==> src/rtl/lsu_mem_ctrl.sv <==
// Load/store unit for the memory stage: valid/ready request and response,
// request/grant/response data bus with byte strobes, alignment check and timeout.
module lsu_mem_ctrl #(
  parameter int XLEN        = 32,
  parameter int ADDR_W      = 32,
  parameter int TIMEOUT_CYC = 256
) (
  input  logic                clk,
  input  logic                rst,
  input  logic                in_valid,
  output logic                in_ready,
  input  logic [3:0]          in_op,
  input  logic [ADDR_W-1:0]   in_addr,
  input  logic [XLEN-1:0]     in_wdata,
  output logic                out_valid,
  input  logic                out_ready,
  output logic [XLEN-1:0]     out_rdata,
  output logic [1:0]          out_err,
  output logic                bus_req,
  output logic                bus_we,
  output logic [ADDR_W-1:0]   bus_addr,
  output logic [XLEN-1:0]     bus_wdata,
  output logic [XLEN/8-1:0]   bus_wstrb,
  input  logic                bus_gnt,
  input  logic                bus_rvalid,
  input  logic [XLEN-1:0]     bus_rdata
);

  localparam int SW      = XLEN / 8;
  localparam int LW      = $clog2(SW);
  localparam int CW      = (TIMEOUT_CYC > 1) ? $clog2(TIMEOUT_CYC) : 1;
  localparam int TO_LAST = (TIMEOUT_CYC > 0) ? TIMEOUT_CYC - 1 : 0;

  typedef enum logic [1:0] {S_IDLE, S_REQ, S_WAIT, S_RESP} state_t;

  state_t            r_state;
  logic              r_in_ready;
  logic              r_out_valid;
  logic [XLEN-1:0]   r_out_rdata;
  logic [1:0]        r_out_err;
  logic              r_bus_req;
  logic              r_bus_we;
  logic [ADDR_W-1:0] r_bus_addr;
  logic [XLEN-1:0]   r_bus_wdata;
  logic [SW-1:0]     r_bus_wstrb;
  logic [2:0]        r_f3;
  logic              r_store;
  logic [LW-1:0]     r_lane;
  logic [CW-1:0]     r_cnt;

  logic [2:0]        w_f3;
  logic              w_store;
  logic              w_illegal;
  logic              w_misalign;
  logic [2:0]        w_amask;
  logic [LW-1:0]     w_lane;
  logic [SW-1:0]     w_mask;
  logic [SW-1:0]     w_strb;
  logic [XLEN-1:0]   w_wdata;
  logic [XLEN-1:0]   w_rsh;
  logic [XLEN-1:0]   w_ld;
  logic              w_expire;

  // Request decode, evaluated on the live inputs at the accept edge.
  always_comb begin
    w_f3      = in_op[2:0];
    w_store   = in_op[3];
    w_lane    = in_addr[LW-1:0];
    w_illegal = (w_store && w_f3[2]) || (w_f3 == 3'b111) ||
                ((XLEN == 32) && ((w_f3 == 3'b011) || (w_f3 == 3'b110)));
    case (w_f3[1:0])
      2'd0:    begin w_mask = SW'(8'h01); w_amask = 3'b000; end
      2'd1:    begin w_mask = SW'(8'h03); w_amask = 3'b001; end
      2'd2:    begin w_mask = SW'(8'h0F); w_amask = 3'b011; end
      default: begin w_mask = SW'(8'hFF); w_amask = 3'b111; end
    endcase
    w_misalign = (in_addr[2:0] & w_amask) != 3'b000;
    w_strb     = w_mask << w_lane;
    w_wdata    = in_wdata << {w_lane, 3'b000};
  end

  always_comb begin
    w_rsh = bus_rdata >> {r_lane, 3'b000};
    case (r_f3)
      3'b000:  w_ld = XLEN'($signed(w_rsh[7:0]));
      3'b001:  w_ld = XLEN'($signed(w_rsh[15:0]));
      3'b010:  w_ld = XLEN'($signed(w_rsh[31:0]));
      3'b100:  w_ld = XLEN'(w_rsh[7:0]);
      3'b101:  w_ld = XLEN'(w_rsh[15:0]);
      3'b110:  w_ld = XLEN'(w_rsh[31:0]);
      default: w_ld = w_rsh;
    endcase
    w_expire = (TIMEOUT_CYC != 0) && (r_cnt == CW'(TO_LAST));
  end

  always_ff @(posedge clk) begin
    if (!rst) begin
      r_state     <= S_IDLE;
      r_in_ready  <= 1'b1;
      r_out_valid <= 1'b0;
      r_out_rdata <= '0;
      r_out_err   <= '0;
      r_bus_req   <= 1'b0;
      r_bus_we    <= 1'b0;
      r_bus_addr  <= '0;
      r_bus_wdata <= '0;
      r_bus_wstrb <= '0;
      r_f3        <= '0;
      r_store     <= 1'b0;
      r_lane      <= '0;
      r_cnt       <= '0;
    end else begin
      case (r_state)
        S_IDLE: begin
          if (in_valid) begin
            r_in_ready <= 1'b0;
            r_f3       <= w_f3;
            r_store    <= w_store;
            r_lane     <= w_lane;
            r_cnt      <= '0;
            if (w_illegal) begin
              r_state     <= S_RESP;
              r_out_valid <= 1'b1;
              r_out_err   <= 2'd3;
              r_out_rdata <= '0;
            end else if (w_misalign) begin
              r_state     <= S_RESP;
              r_out_valid <= 1'b1;
              r_out_err   <= 2'd1;
              r_out_rdata <= '0;
            end else begin
              r_state     <= S_REQ;
              r_bus_req   <= 1'b1;
              r_bus_we    <= w_store;
              r_bus_addr  <= {in_addr[ADDR_W-1:LW], {LW{1'b0}}};
              r_bus_wdata <= w_store ? w_wdata : '0;
              r_bus_wstrb <= w_store ? w_strb : '0;
            end
          end
        end
        // Grant takes priority over an expiry in the same cycle.
        S_REQ: begin
          r_cnt <= r_cnt + CW'(1);
          if (bus_gnt || w_expire) begin
            r_bus_req   <= 1'b0;
            r_bus_we    <= 1'b0;
            r_bus_addr  <= '0;
            r_bus_wdata <= '0;
            r_bus_wstrb <= '0;
          end
          if (bus_gnt) begin
            r_state <= S_WAIT;
          end else if (w_expire) begin
            r_state     <= S_RESP;
            r_out_valid <= 1'b1;
            r_out_err   <= 2'd2;
            r_out_rdata <= '0;
          end
        end
        S_WAIT: begin
          r_cnt <= r_cnt + CW'(1);
          if (bus_rvalid) begin
            r_state     <= S_RESP;
            r_out_valid <= 1'b1;
            r_out_err   <= 2'd0;
            r_out_rdata <= r_store ? '0 : w_ld;
          end else if (w_expire) begin
            r_state     <= S_RESP;
            r_out_valid <= 1'b1;
            r_out_err   <= 2'd2;
            r_out_rdata <= '0;
          end
        end
        default: begin
          if (out_ready) begin
            r_state     <= S_IDLE;
            r_out_valid <= 1'b0;
            r_out_rdata <= '0;
            r_out_err   <= '0;
            r_in_ready  <= 1'b1;
          end
        end
      endcase
    end
  end

  assign in_ready  = r_in_ready;
  assign out_valid = r_out_valid;
  assign out_rdata = r_out_rdata;
  assign out_err   = r_out_err;
  assign bus_req   = r_bus_req;
  assign bus_we    = r_bus_we;
  assign bus_addr  = r_bus_addr;
  assign bus_wdata = r_bus_wdata;
  assign bus_wstrb = r_bus_wstrb;

endmodule

==> config.mk <==
export PLATFORM = sky130hd
export DESIGN_NAME = lsu_mem_ctrl
export DESIGN_NICKNAME = d
export VERILOG_FILES = /design/src/rtl/lsu_mem_ctrl.sv
export SDC_FILE = /design/constraint.sdc
export NUM_CORES = 1
export LEC_CHECK = 0
export ABC_AREA = 1
export CAP_MARGIN = 30
export CORE_UTILIZATION = 46
export CTS_CLUSTER_DIAMETER = 200
export CTS_CLUSTER_SIZE = 12
export DETAILED_ROUTE_END_ITERATION = 10
export PLACE_DENSITY = 0.81
export SETUP_SLACK_MARGIN = 0.15
export SKIP_CTS_REPAIR_TIMING = 1
export SLEW_MARGIN = 20
export SYNTH_ARGS = -nofsm -noshare
export SYNTH_HDL_FRONTEND = slang
export SYNTH_SLANG_ARGS = --single-unit
==> constraint.sdc <==
create_clock -name clk -period 2.17 [get_ports clk]
set_input_delay 0.3255 -clock clk [delete_from_list [all_inputs] [get_ports clk]]
set_output_delay 0.3255 -clock clk [all_outputs]
set_load 0.02 [all_outputs]
==> impl_metrics.prom, run 1 <==
# TYPE chip_impl_metric gauge
chip_impl_metric{name="routed_wl",unit="mm"} 19.0
chip_impl_metric{name="final_critical_delay_including_setup_and_external_delays",unit="ns"} 1.98
chip_impl_metric{name="placedCellCount",unit=""} 1213
chip_impl_metric{name="avgViaCountPerCell",unit=""} 5.35
chip_impl_metric{name="die_height",unit="um"} 117
chip_impl_metric{name="synthCells",unit=""} 866
chip_impl_metric{name="grt_pass1_vias",unit=""} 5740
chip_impl_metric{name="fin_nets",unit=""} 1177
chip_impl_metric{name="portBuffers",unit=""} 209
chip_impl_metric{name="groute.usage.overall",unit=""} 0.261
chip_impl_metric{name="grt_start_max_net_pins",unit=""} 63
chip_impl_info{name="cts_root_buffer",value="sky130_fd_sc_hd__clkbuf_16"} 1
chip_impl_metric{name="design.die.area",unit="um2"} 13700
chip_impl_metric{name="pin_count",unit=""} 212
chip_impl_metric{name="initialDrtViolationCount",unit=""} 591
chip_impl_metric{name="area.growth.synth_to_final",unit="%"} 50.3
chip_impl_metric{name="floorplan.initialDensity",unit=""} 0.478
chip_impl_metric{name="antenna_violating_nets_post_route",unit=""} 0
chip_impl_info{name="cp-start-kind",value="flop"} 1
chip_impl_metric{name="cap_violations",unit=""} 0
chip_impl_metric{name="gp_routability_congestion",unit=""} 0.917
chip_impl_metric{name="multi_input_area",unit="um2"} 3210
chip_impl_metric{name="power.leakage",unit="nW"} 3.37
chip_impl_metric{name="max-vdd-ir-drop",unit="uV"} 714
chip_impl_metric{name="finalHoldWorstSlack",unit="ns"} 0.461
chip_impl_metric{name="syn-mean-instance-area",unit="um2"} 7.05
chip_impl_metric{name="dr_total_vias",unit=""} 6690
chip_impl_metric{name="synth_edf_count",unit=""} 0
chip_impl_info{name="worst_setup_path_end_kind",value="flop"} 1
chip_impl_metric{name="p_int",unit="mW"} 6.19
chip_impl_metric{name="critical_path_arrival",unit="ns"} 2.30
chip_impl_metric{name="dp_hpwl",unit="mm"} 12.5
chip_impl_info{name="grt_setup_unrepaired",value="yes"} 1
chip_impl_metric{name="synthesis.area",unit="um2"} 6100
chip_impl_metric{name="async_reset_ff_frac",unit=""} 0
chip_impl_metric{name="htree_levels",unit=""} 4
chip_impl_metric{name="pwr_density_cell",unit="nW/um2"} 1090
chip_impl_metric{name="hold_violations",unit=""} 0
chip_impl_metric{name="timing.final.max_slew_violations",unit=""} 0
chip_impl_metric{name="max_freq",unit="GHz"} 0.506
chip_impl_info{name="criticalPathCategory",value="flop to flop"} 1
chip_impl_metric{name="yosysSeqAreaShare",unit=""} 0.394
chip_impl_info{name="hold_class",value="flop to flop"} 1
chip_impl_metric{name="fin_crit_sh",unit=""} 0.910
chip_impl_metric{name="finalClockSkew",unit="ns"} 0.00633
chip_impl_metric{name="drt_pass_1_iters",unit=""} 7
chip_impl_info{name="synthFlopType",value="sky130_fd_sc_hd__dfxtp_1"} 1
chip_impl_info{name="status",value="complete, no violations"} 1
chip_impl_metric{name="number_of_antenna_violations_at_the_first_check_in_global_routing",unit=""} 0
chip_impl_metric{name="setup_viol",unit=""} 0
chip_impl_metric{name="num_rows",unit=""} 41
chip_impl_metric{name="seqCellArea",unit="um2"} 2400
chip_impl_metric{name="fill_count",unit=""} 1028
chip_impl_metric{name="routed_wire_length_per_instance",unit="um"} 15.2
chip_impl_metric{name="num_antenna_cells",unit=""} 0
chip_impl_metric{name="critPathMaxFanout",unit=""} 19
chip_impl_metric{name="numCtsBuffers",unit=""} 17
chip_impl_metric{name="placeableCoreArea",unit="um2"} 12800
chip_impl_metric{name="clk_path_buf_depth",unit=""} 2
chip_impl_metric{name="yosysWarnings",unit=""} 0
chip_impl_metric{name="synth.top_cell.area_share",unit=""} 0.394
chip_impl_metric{name="share_of_power_burned_in_registers",unit=""} 0.269
chip_impl_info{name="cts_tree",value="done"} 1
chip_impl_metric{name="die_width",unit="um"} 117
chip_impl_metric{name="clkPwrFrac",unit=""} 0.301
chip_impl_metric{name="synth_cell_types",unit=""} 40
chip_impl_metric{name="final.setup.worst_slack",unit="ns"} 0.194
chip_impl_metric{name="cts.sinks",unit=""} 120
chip_impl_metric{name="clkSlewWorstSetupHoldPaths",unit="ns"} 0.06
chip_impl_metric{name="fin_cells",unit=""} 1250
chip_impl_metric{name="power.combinational.fraction",unit=""} 0.431
chip_impl_metric{name="critical_path_required",unit="ns"} 2.50
chip_impl_info{name="yosys.area.top_type",value="sky130_fd_sc_hd__dfxtp_1"} 1
chip_impl_metric{name="switching_share",unit=""} 0.382
chip_impl_metric{name="final.setup.tns",unit="ns"} 0
chip_impl_metric{name="clk_latency",unit="ns"} 0.41
chip_impl_metric{name="preCtsSetupSlack",unit="ns"} 0.0616
chip_impl_info{name="synth.area.top_cells",value="sky130_fd_sc_hd__dfxtp_1 (39%), sky130_fd_sc_hd__nand2_1 (15%), sky130_fd_sc_hd__a21oi_1 (9.8%)"} 1
chip_impl_metric{name="overflow",unit=""} 0
chip_impl_metric{name="wire_length_of_the_first_global_routing_pass",unit="mm"} 27.9
chip_impl_metric{name="ys_ff_latch",unit=""} 120
chip_impl_metric{name="drt_drc_violations_left",unit=""} 0
chip_impl_metric{name="switching_power",unit="mW"} 3.83
chip_impl_metric{name="drive_above_1_share",unit=""} 0.122
power by group through the flow:
stage	registers (mW)	logic (mW)	clock network (mW)
after detailed placement	2.72	3.89	0
after CTS	2.68	3.91	3.05
after global placement	2.71	3.86	0
after floorplan	2.97	2.35	0
final	2.69	4.32	3.01
after global routing	2.72	4.67	3.15
per-layer routing:
metal,vias up,part of all wire,global-route usage
met5,-,0,0
met4,0,0.017,0.0802
met3,34,0.084,0.0592
met2,318,0.49,0.436
met1,3058,0.41,0.335
li1,3280,-,-
critical path, stage by stage (launching register included):
cell and delay, ns:
sky130_fd_sc_hd__dfxtp_1 0.37, sky130_fd_sc_hd__inv_2 0.11, sky130_fd_sc_hd__ha_2 0.24, sky130_fd_sc_hd__inv_2 0.08
sky130_fd_sc_hd__nor2_1 0.14, sky130_fd_sc_hd__nand2_1 0.08, sky130_fd_sc_hd__nand2_1 0.11, sky130_fd_sc_hd__nor2_4 0.06
sky130_fd_sc_hd__buf_12 0.14, sky130_fd_sc_hd__inv_4 0.13, sky130_fd_sc_hd__buf_12 0.17, sky130_fd_sc_hd__nand2_1 0.07
sky130_fd_sc_hd__a21oi_1 0.19
sequential cells by signal (all words and copies together) (netlist names), 2 cells and up:
name       count
r_cnt          8
r_state        2
r_f3           3
r_lane         2
bus_addr      30
out_err        2
out_rdata     32
bus_wdata     32
bus_wstrb      4
layout by cell type, fill, tap and decap left out, drive strengths merged, types with 4 or more instances in the layout:
cell type and n:
a21oi 135, buf 29, bufinv 4, clkbuf 22, clkdlybuf4s50 209, clkinv 6
dfxtp 120, ha 6, inv 45, mux2i 5, nand2 243, nand3 107
nand3b 7, nor2 49, nor3 5, o211ai 9, o21ai 59
worst paths after layout:
check	start	endpoint	slack (ns)	cells after the start
worst max-delay path	r_state[1]$_SDFFE_PN0P_	bus_addr[20]$_SDFFE_PN0P_	0.19	12
worst min-delay path	bus_wdata[6]$_SDFFE_PN0P_	bus_wdata[6]$_SDFFE_PN0P_	0.46	2
worst min register to register	bus_wdata[6]$_SDFFE_PN0P_	bus_wdata[6]$_SDFFE_PN0P_	0.46	2
worst max register to register	r_state[1]$_SDFFE_PN0P_	bus_addr[20]$_SDFFE_PN0P_	0.19	12
cells in the mapped netlist (3+ instances only):
cell and n:
sky130_fd_sc_hd__o21ai_0 57, sky130_fd_sc_hd__buf_1 3, sky130_fd_sc_hd__buf_4 7, sky130_fd_sc_hd__dfxtp_1 120
sky130_fd_sc_hd__a21oi_1 120, sky130_fd_sc_hd__buf_6 6, sky130_fd_sc_hd__nand3_1 83, sky130_fd_sc_hd__inv_1 33
sky130_fd_sc_hd__nor3_1 5, sky130_fd_sc_hd__o211ai_1 9, sky130_fd_sc_hd__mux2i_1 5, sky130_fd_sc_hd__nor2_2 5
sky130_fd_sc_hd__nand3_2 24, sky130_fd_sc_hd__inv_2 8, sky130_fd_sc_hd__nand3b_1 7, sky130_fd_sc_hd__a211oi_1 3
sky130_fd_sc_hd__nor2_1 42, sky130_fd_sc_hd__a21oi_2 15, sky130_fd_sc_hd__clkbuf_1 27, sky130_fd_sc_hd__ha_1 6
sky130_fd_sc_hd__buf_2 18, sky130_fd_sc_hd__nand2_1 241
through the flow:
stage	total power, mW	instance area [um2]	util
3_5_place_dp	6.61	8400	0.657
3_3_place_gp	6.57	8400	0.657
2_1_floorplan	5.32	6110	-
5_1_grt	10.5	9170	0.718
6_report	10.0	9170	0.718
4_1_cts	9.65	9030	0.707
cell families after synthesis:
kind of cell	count (synthesis)	synth area share
compound gates	212	0.191
fa+ha+maj	6	0.0123
buf+inv	107	0.0837
flops	120	0.394
mux	5	0.00820
other cells	1	0.000615
simple gates	415	0.310
final cells by class:
class                           instances  area share
Clock inverter                         14      0.0214
Timing Repair Buffer                  242       0.276
Clock buffer                           18      0.0479
Sequential cell                       120       0.262
Multi-Input combinational cell        640       0.350
Inverter                               44      0.0187
Tap cell                              172      0.0235
Power figures use the tool's default switching activity.
==> run 2: changes to the inputs <==
--- a/config.mk
+++ b/config.mk
@@ -7,11 +7,10 @@
 export LEC_CHECK = 0
 export ABC_AREA = 1
 export CAP_MARGIN = 30
-export CORE_UTILIZATION = 46
-export CTS_CLUSTER_DIAMETER = 200
+export CORE_UTILIZATION = 34
+export CTS_CLUSTER_DIAMETER = 120
 export CTS_CLUSTER_SIZE = 12
 export DETAILED_ROUTE_END_ITERATION = 10
-export PLACE_DENSITY = 0.81
 export SETUP_SLACK_MARGIN = 0.15
 export SKIP_CTS_REPAIR_TIMING = 1
 export SLEW_MARGIN = 20
==> run 2 against run 1 <==
  * Cell count increased by 4.5%
  * Die area increased by 35%
  * Clock skew rose by 0.0045 ns
  * Utilization fell by 19 points
  * Design area is 1.0% higher
  * Non-clock buffer count increased by 3
  * Total power increased by 0.94%
  * Sequential share of layout area decreased by 0.22 points
  * Register-to-register slack gained 0.05 ns
  * Routed wire length up 4.7%
  * Largest cell class unchanged
==> impl_metrics.prom, run 2 (synthesis results as in run 1) <==
# TYPE chip_impl_metric gauge
chip_impl_info{name="status",value="complete, no violations"} 1
chip_impl_metric{name="preCtsSetupSlack",unit="ns"} 0.0903
chip_impl_metric{name="place_area",unit="um2"} 8430
chip_impl_metric{name="setup_viol",unit=""} 0
chip_impl_metric{name="placedCellCount",unit=""} 1267
chip_impl_metric{name="final_core_utilization",unit=""} 0.532
chip_impl_metric{name="pin_count",unit=""} 212
chip_impl_info{name="final_cell_mix",value="sky130_fd_sc_hd__nand2_1 (241), sky130_fd_sc_hd__clkdlybuf4s50_1 (209), sky130_fd_sc_hd__a21oi_1 (118)"} 1
chip_impl_info{name="mostFrequentLayoutCell",value="sky130_fd_sc_hd__nand2_1"} 1
chip_impl_metric{name="critical_path_arrival",unit="ns"} 2.26
chip_impl_info{name="hold_class",value="flop to flop"} 1
chip_impl_info{name="cts_tree",value="done"} 1
chip_impl_metric{name="cts.sinks",unit=""} 120
chip_impl_metric{name="drt_drc_violations_left",unit=""} 0
chip_impl_metric{name="dp_hpwl",unit="mm"} 13.3
chip_impl_metric{name="fin_cells",unit=""} 1306
chip_impl_metric{name="cap_violations",unit=""} 0
chip_impl_metric{name="wire_length_of_the_first_global_routing_pass",unit="mm"} 29.5
chip_impl_metric{name="num_antenna_cells",unit=""} 0
chip_impl_metric{name="critical_path_required",unit="ns"} 2.50
chip_impl_metric{name="final_critical_delay_including_setup_and_external_delays",unit="ns"} 1.92
chip_impl_metric{name="power.leakage",unit="nW"} 3.37
chip_impl_metric{name="number_of_antenna_violations_at_the_first_check_in_global_routing",unit=""} 0
chip_impl_metric{name="grt_pass1_vias",unit=""} 5851
chip_impl_metric{name="dr_total_vias",unit=""} 6531
chip_impl_metric{name="gp_routability_congestion",unit=""} 0.849
chip_impl_metric{name="area.growth.synth_to_final",unit="%"} 51.8
chip_impl_metric{name="drt_pass_1_iters",unit=""} 5
chip_impl_metric{name="worstHoldPathCells",unit=""} 2
chip_impl_metric{name="portBuffers",unit=""} 209
chip_impl_metric{name="fin_nets",unit=""} 1180
chip_impl_metric{name="final.setup.worst_slack",unit="ns"} 0.247
chip_impl_info{name="cp-start-kind",value="flop"} 1
chip_impl_metric{name="design.die.area",unit="um2"} 18500
chip_impl_metric{name="numCtsBuffers",unit=""} 17
chip_impl_metric{name="max-vdd-ir-drop",unit="uV"} 612
chip_impl_metric{name="finalClockSkew",unit="ns"} 0.0108
chip_impl_info{name="cts_root_buffer",value="sky130_fd_sc_hd__clkbuf_16"} 1
chip_impl_metric{name="timing.final.max_slew_violations",unit=""} 0
chip_impl_metric{name="finalHoldWorstSlack",unit="ns"} 0.461
chip_impl_info{name="criticalPathCategory",value="flop to flop"} 1
chip_impl_metric{name="routed_wl",unit="mm"} 19.9
chip_impl_metric{name="critPathMaxFanout",unit=""} 13
chip_impl_metric{name="groute.usage.overall",unit=""} 0.203
chip_impl_info{name="worst_setup_path_end_kind",value="flop"} 1
chip_impl_metric{name="die_height",unit="um"} 136
chip_impl_info{name="grt_setup_unrepaired",value="no"} 1
chip_impl_metric{name="num_rows",unit=""} 48
chip_impl_metric{name="fin_crit_sh",unit=""} 0.886
chip_impl_metric{name="drive_above_1_share",unit=""} 0.132
chip_impl_metric{name="avgViaCountPerCell",unit=""} 5.00
chip_impl_metric{name="pwr_density_cell",unit="nW/um2"} 1090
chip_impl_metric{name="hold_violations",unit=""} 0
chip_impl_metric{name="placeableCoreArea",unit="um2"} 17400
chip_impl_metric{name="htree_levels",unit=""} 4
chip_impl_metric{name="clkSlewWorstSetupHoldPaths",unit="ns"} 0.06
chip_impl_metric{name="die_width",unit="um"} 136
chip_impl_metric{name="final.setup.tns",unit="ns"} 0
chip_impl_metric{name="routed_wire_length_per_instance",unit="um"} 15.2
chip_impl_metric{name="fill_count",unit=""} 1723
chip_impl_metric{name="post_route_cell_area",unit="um2"} 9260
chip_impl_metric{name="cells_on_worst_reg2reg_path",unit=""} 12
chip_impl_metric{name="grt_start_max_net_pins",unit=""} 69
chip_impl_metric{name="antenna_violating_nets_post_route",unit=""} 0
chip_impl_metric{name="overflow",unit=""} 0
chip_impl_metric{name="clk_latency",unit="ns"} 0.41
chip_impl_metric{name="initialDrtViolationCount",unit=""} 323
chip_impl_metric{name="total_power",unit="mW"} 10.1
chip_impl_metric{name="max_freq",unit="GHz"} 0.520
chip_impl_metric{name="clk_path_buf_depth",unit=""} 2
chip_impl_metric{name="floorplan.initialDensity",unit=""} 0.350
[run 2: final cells by class]
type / count / area (um2) / share of cell area
Sequential cell: 120 / 2410 / 0.260
Tap cell: 225 / 282 / 0.0304
Inverter: 44 / 171 / 0.0185
Timing Repair Buffer: 245 / 2530 / 0.274
Multi-Input combinational cell: 640 / 3240 / 0.350
Clock inverter: 14 / 198 / 0.0213
Clock buffer: 18 / 429 / 0.0463
[run 2: worst paths after layout]
kind	end	slack, ns	startpoint
max	bus_wdata[29]$_SDFFE_PN0P_	0.25	r_state[1]$_SDFFE_PN0P_
min	bus_wdata[30]$_SDFFE_PN0P_	0.46	bus_wdata[30]$_SDFFE_PN0P_
max reg2reg	bus_wdata[29]$_SDFFE_PN0P_	0.25	r_state[1]$_SDFFE_PN0P_
min reg2reg	bus_wdata[30]$_SDFFE_PN0P_	0.46	bus_wdata[30]$_SDFFE_PN0P_
[run 2: per-layer routing]
metal  routed length, um  GRT usage  vias to the layer above
li1                    -          -                     3303
met1                9350      0.278                     2992
met5                   0          0                        -
met3                1220     0.0466                       15
met2                9130      0.318                      221
met4                 197     0.0562                        0
[run 2: critical path, stage by stage (launching register included)]
cell,delay (ns)
sky130_fd_sc_hd__dfxtp_1,0.36
sky130_fd_sc_hd__inv_2,0.11
sky130_fd_sc_hd__ha_2,0.24
sky130_fd_sc_hd__inv_2,0.08
sky130_fd_sc_hd__nor2_2,0.12
sky130_fd_sc_hd__nand2_1,0.07
sky130_fd_sc_hd__nand2_1,0.10
sky130_fd_sc_hd__nor2_4,0.06
sky130_fd_sc_hd__buf_12,0.14
sky130_fd_sc_hd__inv_4,0.13
sky130_fd_sc_hd__buf_6,0.20
sky130_fd_sc_hd__nand2_1,0.07
sky130_fd_sc_hd__a21oi_1,0.17
[run 2: power breakdown]
part / switching, mW / internal [mW]
registers: 0.203 / 2.50
logic: 2.64 / 1.77
clock network: 1.07 / 1.93
==> run 3: changes to the inputs <==
--- a/config.mk
+++ b/config.mk
@@ -7,10 +7,12 @@
 export LEC_CHECK = 0
 export ABC_AREA = 1
 export CAP_MARGIN = 30
-export CORE_UTILIZATION = 34
+export CORE_MARGIN = 5
+export CORE_UTILIZATION = 46
 export CTS_CLUSTER_DIAMETER = 120
-export CTS_CLUSTER_SIZE = 12
+export CTS_CLUSTER_SIZE = 40
 export DETAILED_ROUTE_END_ITERATION = 10
+export PLACE_DENSITY = 0.81
 export SETUP_SLACK_MARGIN = 0.15
 export SKIP_CTS_REPAIR_TIMING = 1
 export SLEW_MARGIN = 20
==> run 3 against run 2 <==
  * Setup slack better by 0.017 ns
  * Largest power group unchanged
  * Fmax grew 0.88%
  * Critical path type unchanged
  * Combinational power shrank 2%
  * First-iteration DRC count grew 130%
  * Clock skew down 0.0041 ns
==> impl_metrics.prom, run 3 (synthesis results as in run 1) <==
# TYPE chip_impl_metric gauge
chip_impl_metric{name="die_height",unit="um"} 125
chip_impl_metric{name="placedCellCount",unit=""} 1216
chip_impl_info{name="worst_setup_path_end_kind",value="flop"} 1
chip_impl_metric{name="critPathMaxFanout",unit=""} 17
chip_impl_metric{name="multi_input_area",unit="um2"} 3250
chip_impl_metric{name="finalHoldWorstSlack",unit="ns"} 0.461
chip_impl_metric{name="fin_cells",unit=""} 1255
chip_impl_metric{name="routed_wire_length_per_instance",unit="um"} 15.8
chip_impl_metric{name="timing.final.max_slew_violations",unit=""} 0
chip_impl_metric{name="placeableCoreArea",unit="um2"} 13100
chip_impl_metric{name="setup_viol",unit=""} 0
chip_impl_metric{name="cap_violations",unit=""} 0
chip_impl_metric{name="number_of_antenna_violations_at_the_first_check_in_global_routing",unit=""} 0
chip_impl_info{name="criticalPathCategory",value="flop to flop"} 1
chip_impl_info{name="cp-start-kind",value="flop"} 1
chip_impl_metric{name="max_freq",unit="GHz"} 0.525
chip_impl_metric{name="grt_start_max_net_pins",unit=""} 69
chip_impl_metric{name="switching_power",unit="mW"} 3.89
chip_impl_metric{name="floorplan.initialDensity",unit=""} 0.464
chip_impl_metric{name="wire_length_of_the_first_global_routing_pass",unit="mm"} 30.3
chip_impl_metric{name="switching_share",unit=""} 0.386
chip_impl_info{name="cts_tree",value="done"} 1
chip_impl_info{name="cts_root_buffer",value="sky130_fd_sc_hd__clkbuf_16"} 1
chip_impl_metric{name="overflow",unit=""} 0
chip_impl_metric{name="final_critical_delay_including_setup_and_external_delays",unit="ns"} 1.91
chip_impl_metric{name="critical_path_arrival",unit="ns"} 2.25
chip_impl_metric{name="drt_pass_1_iters",unit=""} 6
chip_impl_metric{name="share_of_power_burned_in_registers",unit=""} 0.268
chip_impl_metric{name="gp_routability_congestion",unit=""} 0.933
chip_impl_metric{name="design.die.area",unit="um2"} 15700
chip_impl_metric{name="area.growth.synth_to_final",unit="%"} 50.4
chip_impl_metric{name="clkPwrFrac",unit=""} 0.303
chip_impl_metric{name="htree_levels",unit=""} 4
chip_impl_metric{name="portBuffers",unit=""} 209
chip_impl_metric{name="final.setup.tns",unit="ns"} 0
chip_impl_metric{name="finalClockSkew",unit="ns"} 0.00673
chip_impl_info{name="final_cell_mix",value="sky130_fd_sc_hd__nand2_1 (241), sky130_fd_sc_hd__clkdlybuf4s50_1 (209), sky130_fd_sc_hd__a21oi_1 (119)"} 1
chip_impl_metric{name="pin_count",unit=""} 212
chip_impl_metric{name="avgViaCountPerCell",unit=""} 5.38
chip_impl_metric{name="dr_total_vias",unit=""} 6747
chip_impl_metric{name="clk_path_buf_depth",unit=""} 2
chip_impl_metric{name="power.combinational.fraction",unit=""} 0.429
chip_impl_metric{name="seqCellArea",unit="um2"} 2400
chip_impl_info{name="status",value="complete, no violations"} 1
chip_impl_metric{name="initialDrtViolationCount",unit=""} 731
chip_impl_metric{name="fin_crit_sh",unit=""} 0.878
chip_impl_metric{name="power.leakage",unit="nW"} 3.36
chip_impl_metric{name="fill_count",unit=""} 1059
chip_impl_info{name="hold_class",value="flop to flop"} 1
chip_impl_metric{name="numCtsBuffers",unit=""} 17
chip_impl_metric{name="critical_path_required",unit="ns"} 2.51
chip_impl_metric{name="max-vdd-ir-drop",unit="uV"} 540
chip_impl_info{name="grt_setup_unrepaired",value="no"} 1
chip_impl_metric{name="groute.usage.overall",unit=""} 0.233
chip_impl_metric{name="num_antenna_cells",unit=""} 0
chip_impl_metric{name="fin_nets",unit=""} 1178
chip_impl_metric{name="cts.sinks",unit=""} 120
chip_impl_metric{name="clk_latency",unit="ns"} 0.42
chip_impl_metric{name="num_rows",unit=""} 42
chip_impl_metric{name="antenna_violating_nets_post_route",unit=""} 0
chip_impl_metric{name="drive_above_1_share",unit=""} 0.129
chip_impl_info{name="mostFrequentLayoutCell",value="sky130_fd_sc_hd__nand2_1"} 1
chip_impl_metric{name="drt_drc_violations_left",unit=""} 0
chip_impl_metric{name="grt_pass1_vias",unit=""} 6175
chip_impl_metric{name="clkSlewWorstSetupHoldPaths",unit="ns"} 0.06
chip_impl_metric{name="pwr_density_cell",unit="nW/um2"} 1100
chip_impl_metric{name="p_int",unit="mW"} 6.20
chip_impl_metric{name="hold_violations",unit=""} 0
chip_impl_metric{name="routed_wl",unit="mm"} 19.9
chip_impl_metric{name="dp_hpwl",unit="mm"} 13.2
chip_impl_metric{name="die_width",unit="um"} 125
run 3: changes by cell type in the layout (fill, tap and decap cells not counted), sizes merged:
cell / previous run / this run
clkinvlp: 2 / 4
buf: 32 / 31
clkinv: 8 / 5
run 3: worst paths after layout:
| path | slack (ns) | from | to | cells past startpoint |
|---|---|---|---|---|
| min | 0.46 | out_rdata[7]$_SDFFE_PN0P_ | out_rdata[7]$_SDFFE_PN0P_ | 2 |
| min reg2reg | 0.46 | out_rdata[7]$_SDFFE_PN0P_ | out_rdata[7]$_SDFFE_PN0P_ | 2 |
| max reg2reg | 0.26 | r_state[1]$_SDFFE_PN0P_ | bus_addr[26]$_SDFFE_PN0P_ | 12 |
| max | 0.26 | r_state[1]$_SDFFE_PN0P_ | bus_addr[26]$_SDFFE_PN0P_ | 12 |
run 3: critical path, stage by stage, from the launching register on:
cell,delay (ns)
sky130_fd_sc_hd__dfxtp_2,0.36
sky130_fd_sc_hd__inv_2,0.12
sky130_fd_sc_hd__ha_4,0.21
sky130_fd_sc_hd__inv_2,0.10
sky130_fd_sc_hd__nor2_2,0.13
sky130_fd_sc_hd__nand2_1,0.07
sky130_fd_sc_hd__nand2_1,0.10
sky130_fd_sc_hd__nor2_4,0.05
sky130_fd_sc_hd__buf_4,0.15
sky130_fd_sc_hd__inv_4,0.11
sky130_fd_sc_hd__buf_6,0.21
sky130_fd_sc_hd__nand2_1,0.07
sky130_fd_sc_hd__a21oi_1,0.14
run 3: layout make-up:
| class | instances | area share |
|---|---|---|
| Tap cell | 176 | 0.0240 |
| Sequential cell | 120 | 0.262 |
| Timing Repair Buffer | 243 | 0.270 |
| Multi-Input combinational cell | 640 | 0.355 |
| Inverter | 44 | 0.0187 |
| Clock buffer | 19 | 0.0493 |
| Clock inverter | 13 | 0.0211 |
run 3: layer usage:
layer / routed length, um / global-route usage / up-vias
li1: - / - / 3286
met1: 8460 / 0.299 / 3074
met2: 9220 / 0.381 / 336
met3: 1640 / 0.0593 / 51
met4: 564 / 0.0874 / 0
met5: 0 / 0 / -
run 3: through the flow:
step	cell area (um2)	utilization	total power, mW	worst slack, ns
after floorplan	6110	-	5.32	0.351
after global placement	8350	0.636	6.52	0.0186
after detailed placement	8350	0.636	6.56	0.0247
after CTS	9000	0.685	9.65	0.0898
after global routing	9180	0.699	10.6	0.115
final	9180	0.699	10.1	0.264
run 3: power by group through the flow:
stage               clock (mW)  sequential, mW  combinational [mW]
finish                    3.06            2.70                4.33
global route              3.20            2.73                4.70
CTS                       3.09            2.68                3.88
detailed placement           0            2.72                3.84
global placement             0            2.72                3.80
floorplan                    0            2.97                2.35
